===== config.mk =====
export PLATFORM = sky130hd
export DESIGN_NAME = clk_gate_ctrl_flat
export DESIGN_NICKNAME = d
export VERILOG_FILES = /design/src/rtl/clk_gate_ctrl_if.sv /design/src/rtl/clk_gate_ctrl.sv /design/src/flat_wrapper.sv
export SDC_FILE = /design/constraint.sdc
export NUM_CORES = 1
export LEC_CHECK = 0
export CAP_MARGIN = 10
export CORE_MARGIN = 8
export CORE_UTILIZATION = 45
export CTS_BUF_LIST = sky130_fd_sc_hd__clkbuf_16
export DETAILED_ROUTE_END_ITERATION = 8
export PLACE_DENSITY = 0.72
export SLEW_MARGIN = 20
export SYNTH_ARGS = -nofsm -noshare
export SYNTH_HDL_FRONTEND = slang
export SYNTH_SLANG_ARGS = --single-unit

===== constraint.sdc =====
create_clock -name free_clk -period 2.7 [get_ports free_clk]
set_clock_uncertainty 0.1 [all_clocks]
set_input_delay 0.675 -clock free_clk [delete_from_list [all_inputs] [get_ports free_clk]]
set_output_delay 0.675 -clock free_clk [all_outputs]
set_load 0.02 [all_outputs]

===== src/rtl/clk_gate_ctrl_if.sv =====
// ----------------------------------------------------------------------------
// clk_gate_ctrl_if
//   This interface bundles the request/grant handshake and the gate status
//   between the always-on initiators and the clock-gate controller.
//
//   Signals:
//     req      [NUM_REQ-1:0]  Level wake/service request from each initiator.
//     busy                    The gated domain has in-flight activity.
//     force_on                Debug/test override that counts as activity.
//     ack      [NUM_REQ-1:0]  One-hot grant pulse, registered.
//     gate_en                 Enable to clk_gate; 1 = gated clock running.
//     state_o  [1:0]          Controller FSM state (debug).
//
//   Modports:
//     master  initiator/environment side: drives req/busy/force_on.
//     slave   controller side: drives ack/gate_en/state_o.
// ----------------------------------------------------------------------------
interface clk_gate_ctrl_if #(
  parameter int NUM_REQ = 4
);
  logic [NUM_REQ-1:0] req;
  logic               busy;
  logic               force_on;
  logic [NUM_REQ-1:0] ack;
  logic               gate_en;
  logic [1:0]         state_o;

  modport master (
    output req,
    output busy,
    output force_on,
    input  ack,
    input  gate_en,
    input  state_o
  );

  modport slave (
    input  req,
    input  busy,
    input  force_on,
    output ack,
    output gate_en,
    output state_o
  );
endinterface


===== src/rtl/clk_gate_ctrl.sv =====
// ----------------------------------------------------------------------------
// clk_gate_ctrl
//   This module produces the enable for the clk_gate cell of one gated clock
//   domain. It runs on the ungated free_clk. Wake requests and gated-domain
//   activity raise gate_en. The clock is then allowed to settle for WAKE_CYC
//   cycles, after which requests are granted round-robin. gate_en drops only
//   after IDLE_CYC consecutive idle cycles in DRAIN.
//
//   Ports:
//     free_clk  in   ungated clock; all state updates on its rising edge
//     reset_n   in   synchronous active-low reset
//     bus       slave modport of clk_gate_ctrl_if:
//                 req/busy/force_on in, ack/gate_en/state_o out
//
//   Parameters:
//     NUM_REQ   number of requesters (>=1)
//     WAKE_CYC  cycles gate_en is high before grants start (>=1)
//     IDLE_CYC  idle cycles spent in DRAIN before gate_en drops (>=1)
// ----------------------------------------------------------------------------
module clk_gate_ctrl #(
  parameter int NUM_REQ  = 4,
  parameter int WAKE_CYC = 2,
  parameter int IDLE_CYC = 8
) (
  input  logic           free_clk,
  input  logic           reset_n,
  clk_gate_ctrl_if.slave bus
);

  localparam int MAX_CYC = (WAKE_CYC > IDLE_CYC) ? WAKE_CYC : IDLE_CYC;
  localparam int CW      = $clog2(MAX_CYC + 1);
  localparam int PW      = (NUM_REQ > 1) ? $clog2(NUM_REQ) : 1;

  typedef enum logic [1:0] {
    ST_OFF   = 2'd0,
    ST_WAKE  = 2'd1,
    ST_ON    = 2'd2,
    ST_DRAIN = 2'd3
  } state_t;

  state_t             r_state;
  logic [CW-1:0]      r_cnt;
  logic [PW-1:0]      r_ptr;
  logic [NUM_REQ-1:0] r_ack;

  state_t             w_state_n;
  logic [CW-1:0]      w_cnt_n;
  logic [PW-1:0]      w_ptr_n;
  logic [NUM_REQ-1:0] w_ack_n;
  logic               w_activity;
  logic [NUM_REQ-1:0] w_mask;
  logic [PW:0]        w_pick;
  int                 w_nxt_int;

  // This function does the round-robin search. It returns {found, index} for
  // the first set bit of mask at or after ptr, wrapping modulo NUM_REQ.
  function automatic logic [PW:0] rr_pick(input logic [NUM_REQ-1:0] mask,
                                          input logic [PW-1:0]      ptr);
    logic [PW:0]   res;
    logic [PW-1:0] sel;
    int            idx;
    res = {1'b0, {PW{1'b0}}};
    for (int i = 0; i < NUM_REQ; i++) begin
      idx = (int'(ptr) + i) % NUM_REQ;
      sel = idx[PW-1:0];
      if (!res[PW] && mask[sel]) begin
        res = {1'b1, sel};
      end else begin
        res = res;
      end
    end
    return res;
  endfunction

  // Activity decode and the grant candidate search.
  always_comb begin
    w_activity = (|bus.req) | bus.busy | bus.force_on;
    // A requester acked this cycle still holds req for one more cycle. It is
    // masked so that it does not receive a second grant.
    w_mask     = bus.req & ~r_ack;
    w_pick     = rr_pick(w_mask, r_ptr);
  end

  // Next-state, counter, pointer and grant logic.
  always_comb begin
    w_state_n = r_state;
    w_cnt_n   = r_cnt;
    w_ptr_n   = r_ptr;
    w_ack_n   = {NUM_REQ{1'b0}};
    w_nxt_int = 0;
    case (r_state)
      ST_OFF: begin
        if (w_activity) begin
          w_state_n = ST_WAKE;
          w_cnt_n   = CW'(WAKE_CYC);
        end else begin
          w_state_n = ST_OFF;
        end
      end
      ST_WAKE: begin
        // Inputs are ignored while the gated clock settles.
        w_cnt_n = r_cnt - CW'(1);
        if (r_cnt == CW'(1)) begin
          w_state_n = ST_ON;
        end else begin
          w_state_n = ST_WAKE;
        end
      end
      ST_ON: begin
        if (w_pick[PW]) begin
          w_ack_n[w_pick[PW-1:0]] = 1'b1;
          w_nxt_int = (int'(w_pick[PW-1:0]) + 1) % NUM_REQ;
          w_ptr_n   = w_nxt_int[PW-1:0];
        end else begin
          w_ptr_n = r_ptr;
        end
        // A grant still in flight keeps the controller in ON for one more cycle.
        if (!w_activity && (r_ack == {NUM_REQ{1'b0}})) begin
          w_state_n = ST_DRAIN;
          w_cnt_n   = CW'(IDLE_CYC);
        end else begin
          w_state_n = ST_ON;
        end
      end
      ST_DRAIN: begin
        // Activity goes back to ON. The clock never stopped, so no re-wake is
        // needed. Activity also wins over expiry in the same cycle.
        if (w_activity) begin
          w_state_n = ST_ON;
        end else if (r_cnt == CW'(1)) begin
          w_state_n = ST_OFF;
          w_cnt_n   = {CW{1'b0}};
        end else begin
          w_state_n = ST_DRAIN;
          w_cnt_n   = r_cnt - CW'(1);
        end
      end
      default: begin
        w_state_n = ST_OFF;
        w_cnt_n   = {CW{1'b0}};
        w_ptr_n   = {PW{1'b0}};
      end
    endcase
  end

  // State, counter, pointer and grant registers with synchronous reset.
  always_ff @(posedge free_clk) begin
    if (!reset_n) begin
      r_state <= ST_OFF;
      r_cnt   <= {CW{1'b0}};
      r_ptr   <= {PW{1'b0}};
      r_ack   <= {NUM_REQ{1'b0}};
    end else begin
      r_state <= w_state_n;
      r_cnt   <= w_cnt_n;
      r_ptr   <= w_ptr_n;
      r_ack   <= w_ack_n;
    end
  end

  // gate_en is decoded only from the state register, so inputs have no path to it.
  assign bus.gate_en = (r_state != ST_OFF);
  assign bus.ack     = r_ack;
  assign bus.state_o = r_state;

endmodule


===== src/flat_wrapper.sv =====
// flat-port wrapper written by rule: the top's interface ports become plain ports
module clk_gate_ctrl_flat 
#(
  parameter int NUM_REQ  = 4,
  parameter int WAKE_CYC = 2,
  parameter int IDLE_CYC = 8
)
  (free_clk, reset_n, bus_req, bus_busy, bus_force_on, bus_ack, bus_gate_en, bus_state_o);
  clk_gate_ctrl_if #(.NUM_REQ(NUM_REQ)) bus_i ();
  input  logic free_clk;
  input  logic reset_n;
  input wire logic [$bits(bus_i.req)-1:0] bus_req;
  input wire logic [$bits(bus_i.busy)-1:0] bus_busy;
  input wire logic [$bits(bus_i.force_on)-1:0] bus_force_on;
  output wire logic [$bits(bus_i.ack)-1:0] bus_ack;
  output wire logic [$bits(bus_i.gate_en)-1:0] bus_gate_en;
  output wire logic [$bits(bus_i.state_o)-1:0] bus_state_o;
  assign bus_i.req = bus_req;
  assign bus_i.busy = bus_busy;
  assign bus_i.force_on = bus_force_on;
  assign bus_ack = bus_i.ack;
  assign bus_gate_en = bus_i.gate_en;
  assign bus_state_o = bus_i.state_o;
  clk_gate_ctrl #(.NUM_REQ(NUM_REQ), .WAKE_CYC(WAKE_CYC), .IDLE_CYC(IDLE_CYC)) u_core (.free_clk(free_clk), .reset_n(reset_n), .bus(bus_i));
endmodule

After elaboration in Yosys (flattened, before gate mapping)
Index checks and enable logic that the tools add are counted.

Bits in registers: 12. Word-level logic and storage cells: 67. Output and inout bits: 7. Input port bits: 8.

Bitwise operators: 4. Mux-type cells: 25. Magnitude comparators: 6. Equality and inequality tests: 7. $add $sub $neg: 5. Reduce and logical (&&, ||, !) cells: 16.

Operators with widths (number): $mux W4 (4); $pmux W4 S4 (1); $lt A2 B3 Y1 const B (5); $mux W3 (4); $bmux W1 S2 (4); $pmux W2 S4 (1); $mux W1 (7); $mux W2 (3); $reduce_and A3 Y1 (2); $logic_and A1 B1 Y1 (5); $add A2 B1 Y2 const B (2); $add A2 B2 Y2 const B (2); $and A4 B4 Y4 (1); $eq A2 B2 Y1 const B (2); $eq A4 B1 Y1 const B (1); $logic_not A1 Y1 (4); $logic_not A4 Y1 (1); $ne A2 B1 Y1 const B (2); $not A4 Y4 (1); $reduce_or A4 Y1 (1); $sub A4 B1 Y4 const B (1); $demux W1 S2 (1); $eq A2 B1 Y1 const B (1); $ge A2 B1 Y1 const B (1); 5 further kinds (6).

Longest topological paths before layout
Gate-level depths: netlist of run 1.

Depth in word-level cells: 18. Mapped depth: 8. Depth with buffers taken out: 8.

Least setup slack after synthesis of run 1
No wires, ideal clock.

Path type: input-to-reg. From: input bus_req[1]. To: register u_core.r_cnt[3]. Library setup time: 115 ps. Required time: 2485 ps. Cell stages on the path: 5. Buffers on the path: 0. Slack: 422 ps. Arrival: 2062 ps. Cell sequence: or4_4 > nor3_2 > mux2i_1 > o21ai_0 > a31o_1.

Longest elaborated chain between the ends: 7. Elaborated cells between the ends (all ways): 9. Those cells by class: 3 x eq/ne; 2 x bitwise; 4 x reduce/logical.

Ends and longest elaborated chain: start, declared (RTL line flat_wrapper.sv:12) `input wire logic [$bits(bus_i.req)-1:0] bus_req;`; $reduce_or A4 Y1 (*) (RTL line clk_gate_ctrl.sv:77) `w_activity = (|bus.req) | bus.busy | bus.force_on;`; $or A1 B1 Y1 (*) (2 in series) (RTL line clk_gate_ctrl.sv:77); $logic_not A1 Y1 (RTL line clk_gate_ctrl.sv:118) `if (!w_activity && (r_ack == {NUM_REQ{1'b0}})) begin`; $logic_and A1 B1 Y1 (RTL line clk_gate_ctrl.sv:118); $ne A2 B1 Y1 (no source line); $reduce_and A3 Y1 (no source line) (*); end signal, assigned (RTL line clk_gate_ctrl.sv:150) `r_cnt <= {CW{1'b0}};`; end signal, assigned (RTL line clk_gate_ctrl.sv:155) `r_cnt <= w_cnt_n;`; end, declared (RTL line clk_gate_ctrl.sv:42) `logic [CW-1:0] r_cnt;`.

Every way passes the cells marked *; elsewhere a longest branch is shown, timed or not. A chain may end at the register's enable or synchronous reset.

Final worst setup path of run 1
From: input bus_req[1]. To: register u_core.r_cnt[1].

Same word-level chain as after synthesis.

==> run summary, run 1 <==
The run finished with clean final reports. The top-level I/O count is 15. The routed length on met3 is approximately 120 um.

In this run the tightest slew margin relative to its limit is 0.686. The total wire length is 1580 um. The clock transition at the register clock pins on the worst setup and hold paths after CTS came out at ~40 ps. The post-placement cell count came out at approximately 120.

The cell at the root of the clock tree is sky130_fd_sc_hd__clkbuf_16. CTS built an H-tree with a depth of 1. The mean instance size in the synthesized netlist is 8.44 sq um. Leaving out fill and tap cells, the most frequent cells in the layout are sky130_fd_sc_hd__clkdlybuf4s50_1 (14), sky130_fd_sc_hd__dfxtp_1 (12), sky130_fd_sc_hd__nor2_1 (8).

Counting every instance in the synthesized netlist gives 86. The synthesized-area fraction occupied by ao, oa, aoi and oai cells came out at 0.167. The post-layout instance count excluding filler cells came out at about 120. The number of global-route vias before repair came out at approximately 640. In this run, the number of DRC markers left after iteration 0 of detailed routing was 18.

The area share of xor/xnor cells in the synthesized design is 0. The number of cells on the worst reg-to-reg path came out at 8. The count of standard-cell rows is 14. Port buffering added 14 buffers. The origin of the critical flop-to-flop path is u_core.bus.ack[0]$_SDFF_PN0_.

The largest net degree at the start of global routing is 11. The cell leakage power came out at approximately 0.40 nW. The proportion of synthesized chip area in sequential cells is 0.331. The switching share of total power is 0.239. The number of nets at the end of the flow is 120. After clock tree synthesis, the setup repair step added 0 buffers. The proportion of power drawn by combinational gates is 0.175. The clock latency reported for the late side of the worst-skew pair is about 240 ps. After detailed routing, no signal wire sits above met4. The element type at the critical path start is an input port. The count of yosys warnings during synthesis is 0. After detailed routing, the wire length on met1 is 792 um. Counting flops with a built-in enable in the synthesized netlist gives 0. The post-route fraction of the period consumed by the critical path is 0.916. In this run the worst path has a maximum fanout of 4. The final count of negative-setup-slack endpoints came out at 0. The count of inserted antenna diode cells came out at 0. From bottom edge to top edge, the die measures 56.2 um. The critical path is of the in2reg type. The endpoint of the worst hold-timing path is u_core.r_cnt[1]$_SDFFE_PN0P_. Setup repair after global routing left no endpoint under its margin. VDD sags by at most 0.463 mV. By area, the combinational part of the netlist is dominated by simple AND/OR/NAND/NOR gates. The library cell used most frequently in the layout, excluding fill and tap cells, is sky130_fd_sc_hd__clkdlybuf4s50_1.

Once layout is done, the placed cells without fillers occupy slightly below 1000 sq um. The slew at the pin with the worst max-slew slack is approximately 470 ps. Of the total power, the clock network draws 0.470. The initial antenna violation count came out at 0. For this configuration, the core starts out at a cell density of 0.482. The internal reg-to-reg setup slack is 940 ps. The width of the die came out at between 50 and 60 um.

Global routing finished with a remaining overflow of 0. The net count of the mapped netlist is 100. STA classifies the critical path endpoint as a flop. Routability-driven placement finished with a final weighted congestion of 0.886.

The mean routed wirelength per cell is between 10 and 15 um. The startpoint of the worst hold path is u_core.r_cnt[1]$_SDFFE_PN0P_. The power density of the placed cells is between 500 and 600 nW/um^2.

The first TritonRoute pass finished after 4 iterations. The arrival time of data at the critical path endpoint is ~2500 ps. The met2 wire length is about 640 um. In this run the worst hold path is classified as reg2reg. Of the total power, registers draw 0.355.

The wire length of the first global-routing pass is between 2000 and 3000 um. The required time at the worst-slack endpoint came out at 2730 ps. For this design the total switching power over the nets is approximately 0.00014 W.

The core occupancy in the finished layout is 0.645. The maximum count of clock buffers along a single path is 2. TritonCTS built the clock tree. The ratio of routed vias to standard cells came out at between 5 and 6. The layout overhead on the synthesized area came out at 34.0%. The share of cells above drive strength 1 is 0.105. Counting every sink on the clock net gives 12. The floorplan die area is roughly 3200 sq um. The simple-gate share of the synthesized area is 0.310. The area of the core is ~1500 sq um.

The total power after layout is between 0.0005 and 0.0006 W. In this run the cell area of the synthesized design comes to 726 sq um. In the routed design, unresolved DRC markers number 0. For this design, the CTS-stage hold fixing added 0 buffers.

The number of buffers created by CTS came out at 3. The reported max-cap violation count came out at 0. The global-route usage over all layers came out at 0.105. Of all flip-flops after synthesis, the portion carrying an async set or reset was 0. The total of flip-flops plus latches after synthesis came out at 12.

The wire-length estimate of the detail-placed layout is roughly 1200 um. The remaining number of nets flagged by the antenna check after routing came out at 0. The end of the worst register-to-register path is u_core.r_ptr[1]$_SDFFE_PN0P_. For the finished layout, the period the worst path requires is around 2500 ps. Among all flip-flop cells after synthesis, the most frequent one is sky130_fd_sc_hd__dfxtp_1.

The cell depth of the worst hold path is 1. The count of final hold-check violations is 0. The share of synthesized area spent on multiplexers came out at 0.0414. The arithmetic-cell share of the synthesized area counting full adders, half adders and majority gates is 0.103. Summing all placed instances gives a cell area of just under 900 sq um. The number of slew-limit violations in the final report came out at 0.

The total number of vias came out at 656. The top achievable clock speed came out at 404 MHz. The internal portion of the total power is about 0.00044 W.

The number of unique standard cell types used by synthesis came out at 33. The count of instances resized after the clock tree is built came out at 0.
## flip-flops by register name, summed over array words and instances, names as in the netlist
register,count
u_core.r_ptr,2
u_core.r_cnt,4
u_core.bus.state_o,2
u_core.bus.ack,4
## cells by family (layout without fill, tap and decap cells)
kind of cell	count (synthesis)	after routing
AO/OA/AOI/OAI	19	19
adder cells (fa/ha/maj)	6	6
buffers and inverters	8	27
flip-flops	12	12
multiplexers	3	3
AND/OR/NAND/NOR	38	38
## worst max-delay path by stage
stage / startpoint / endpoint / depth (start not counted)
finish: bus_req[1] / u_core.r_cnt[1]$_SDFFE_PN0P_ / 7
global route: bus_req[1] / u_core.r_cnt[1]$_SDFFE_PN0P_ / 7
CTS: bus_req[1] / u_core.r_cnt[1]$_SDFFE_PN0P_ / 7
detailed placement: bus_req[1] / u_core.r_cnt[1]$_SDFFE_PN0P_ / 7
global placement: bus_req[1] / u_core.r_cnt[1]$_SDFFE_PN0P_ / 7
floorplan: bus_req[1] / u_core.r_cnt[3]$_SDFFE_PN0P_ / 5
## synthesized netlist by cell type (2+ instances only)
cell                       number  area, sq um
sky130_fd_sc_hd__inv_1          7         26.3
sky130_fd_sc_hd__ha_1           6         75.1
sky130_fd_sc_hd__nor3_1         3         15.0
sky130_fd_sc_hd__nor2b_1        4         25.0
sky130_fd_sc_hd__mux2i_1        3         30.0
sky130_fd_sc_hd__o21ai_0        2         10.0
sky130_fd_sc_hd__nand3_1        2         10.0
sky130_fd_sc_hd__nor2_1         8         30.0
sky130_fd_sc_hd__dfxtp_1       12          240
sky130_fd_sc_hd__nand2_1        2         7.51
sky130_fd_sc_hd__and3_1         6         37.5
sky130_fd_sc_hd__o21ai_1        2         10.0
sky130_fd_sc_hd__a21oi_1        6         30.0
sky130_fd_sc_hd__nand2b_1       2         12.5
sky130_fd_sc_hd__o211ai_1       2         15.0
sky130_fd_sc_hd__nor4_1         2         12.5
## layout make-up
cell class	instances	area (sq um)
repair buffers	16	155
fillers	135	534
well taps	16	20.0
clock inverters	1	3.75
multi-input cells	66	452
flip-flops and latches	12	240
clock buffers	3	75.1
inverters	7	26.3
## worst max-delay path, stage by stage
cell	delay (ps)
sky130_fd_sc_hd__clkdlybuf4s50_1	420
sky130_fd_sc_hd__or4_4	560
sky130_fd_sc_hd__nor3_2	180
sky130_fd_sc_hd__mux2i_1	290
sky130_fd_sc_hd__buf_4	170
sky130_fd_sc_hd__o211ai_1	80
sky130_fd_sc_hd__o211a_1	140
## layer usage
layer | global-route usage | vias to the layer above
met2 | 0.149 | 20
met3 | 0.0548 | 2
li1 | - | 341
met5 | 0 | -
met1 | 0.124 | 293
met4 | 0.0515 | 0
## power by group through the flow
stage	Combinational [W]	Clock, W	Sequential (W)
global placement	0.0000980	0	0.000205
CTS	0.000101	0.000275	0.000202
global route	0.000113	0.000283	0.000204
finish	0.0000999	0.000269	0.000203
floorplan	0.0000625	0	0.000206
detailed placement	0.0000999	0	0.000206
## metrics by stage
stage	worst slack [ps]	TNS [ps]	hold WS, ps
after floorplan	422	0	385
after global placement	31.6	0	416
after detailed placement	-0.0382	-0.0382	419
after CTS	231	0	428
after global routing	92.4	0	449
final	225	0	426
Note: power is estimated with default switching activity, not from simulation.
==> run 2: changes to the inputs <==
--- a/config.mk
+++ b/config.mk
@@ -9,6 +9,7 @@
 export CORE_MARGIN = 8
 export CORE_UTILIZATION = 45
 export CTS_BUF_LIST = sky130_fd_sc_hd__clkbuf_16
+export CTS_CLUSTER_SIZE = 28
 export DETAILED_ROUTE_END_ITERATION = 8
 export PLACE_DENSITY = 0.72
 export SLEW_MARGIN = 20
==> results of run 2 <==
The final DEF is identical to that of run 1; final timing and power are the same.
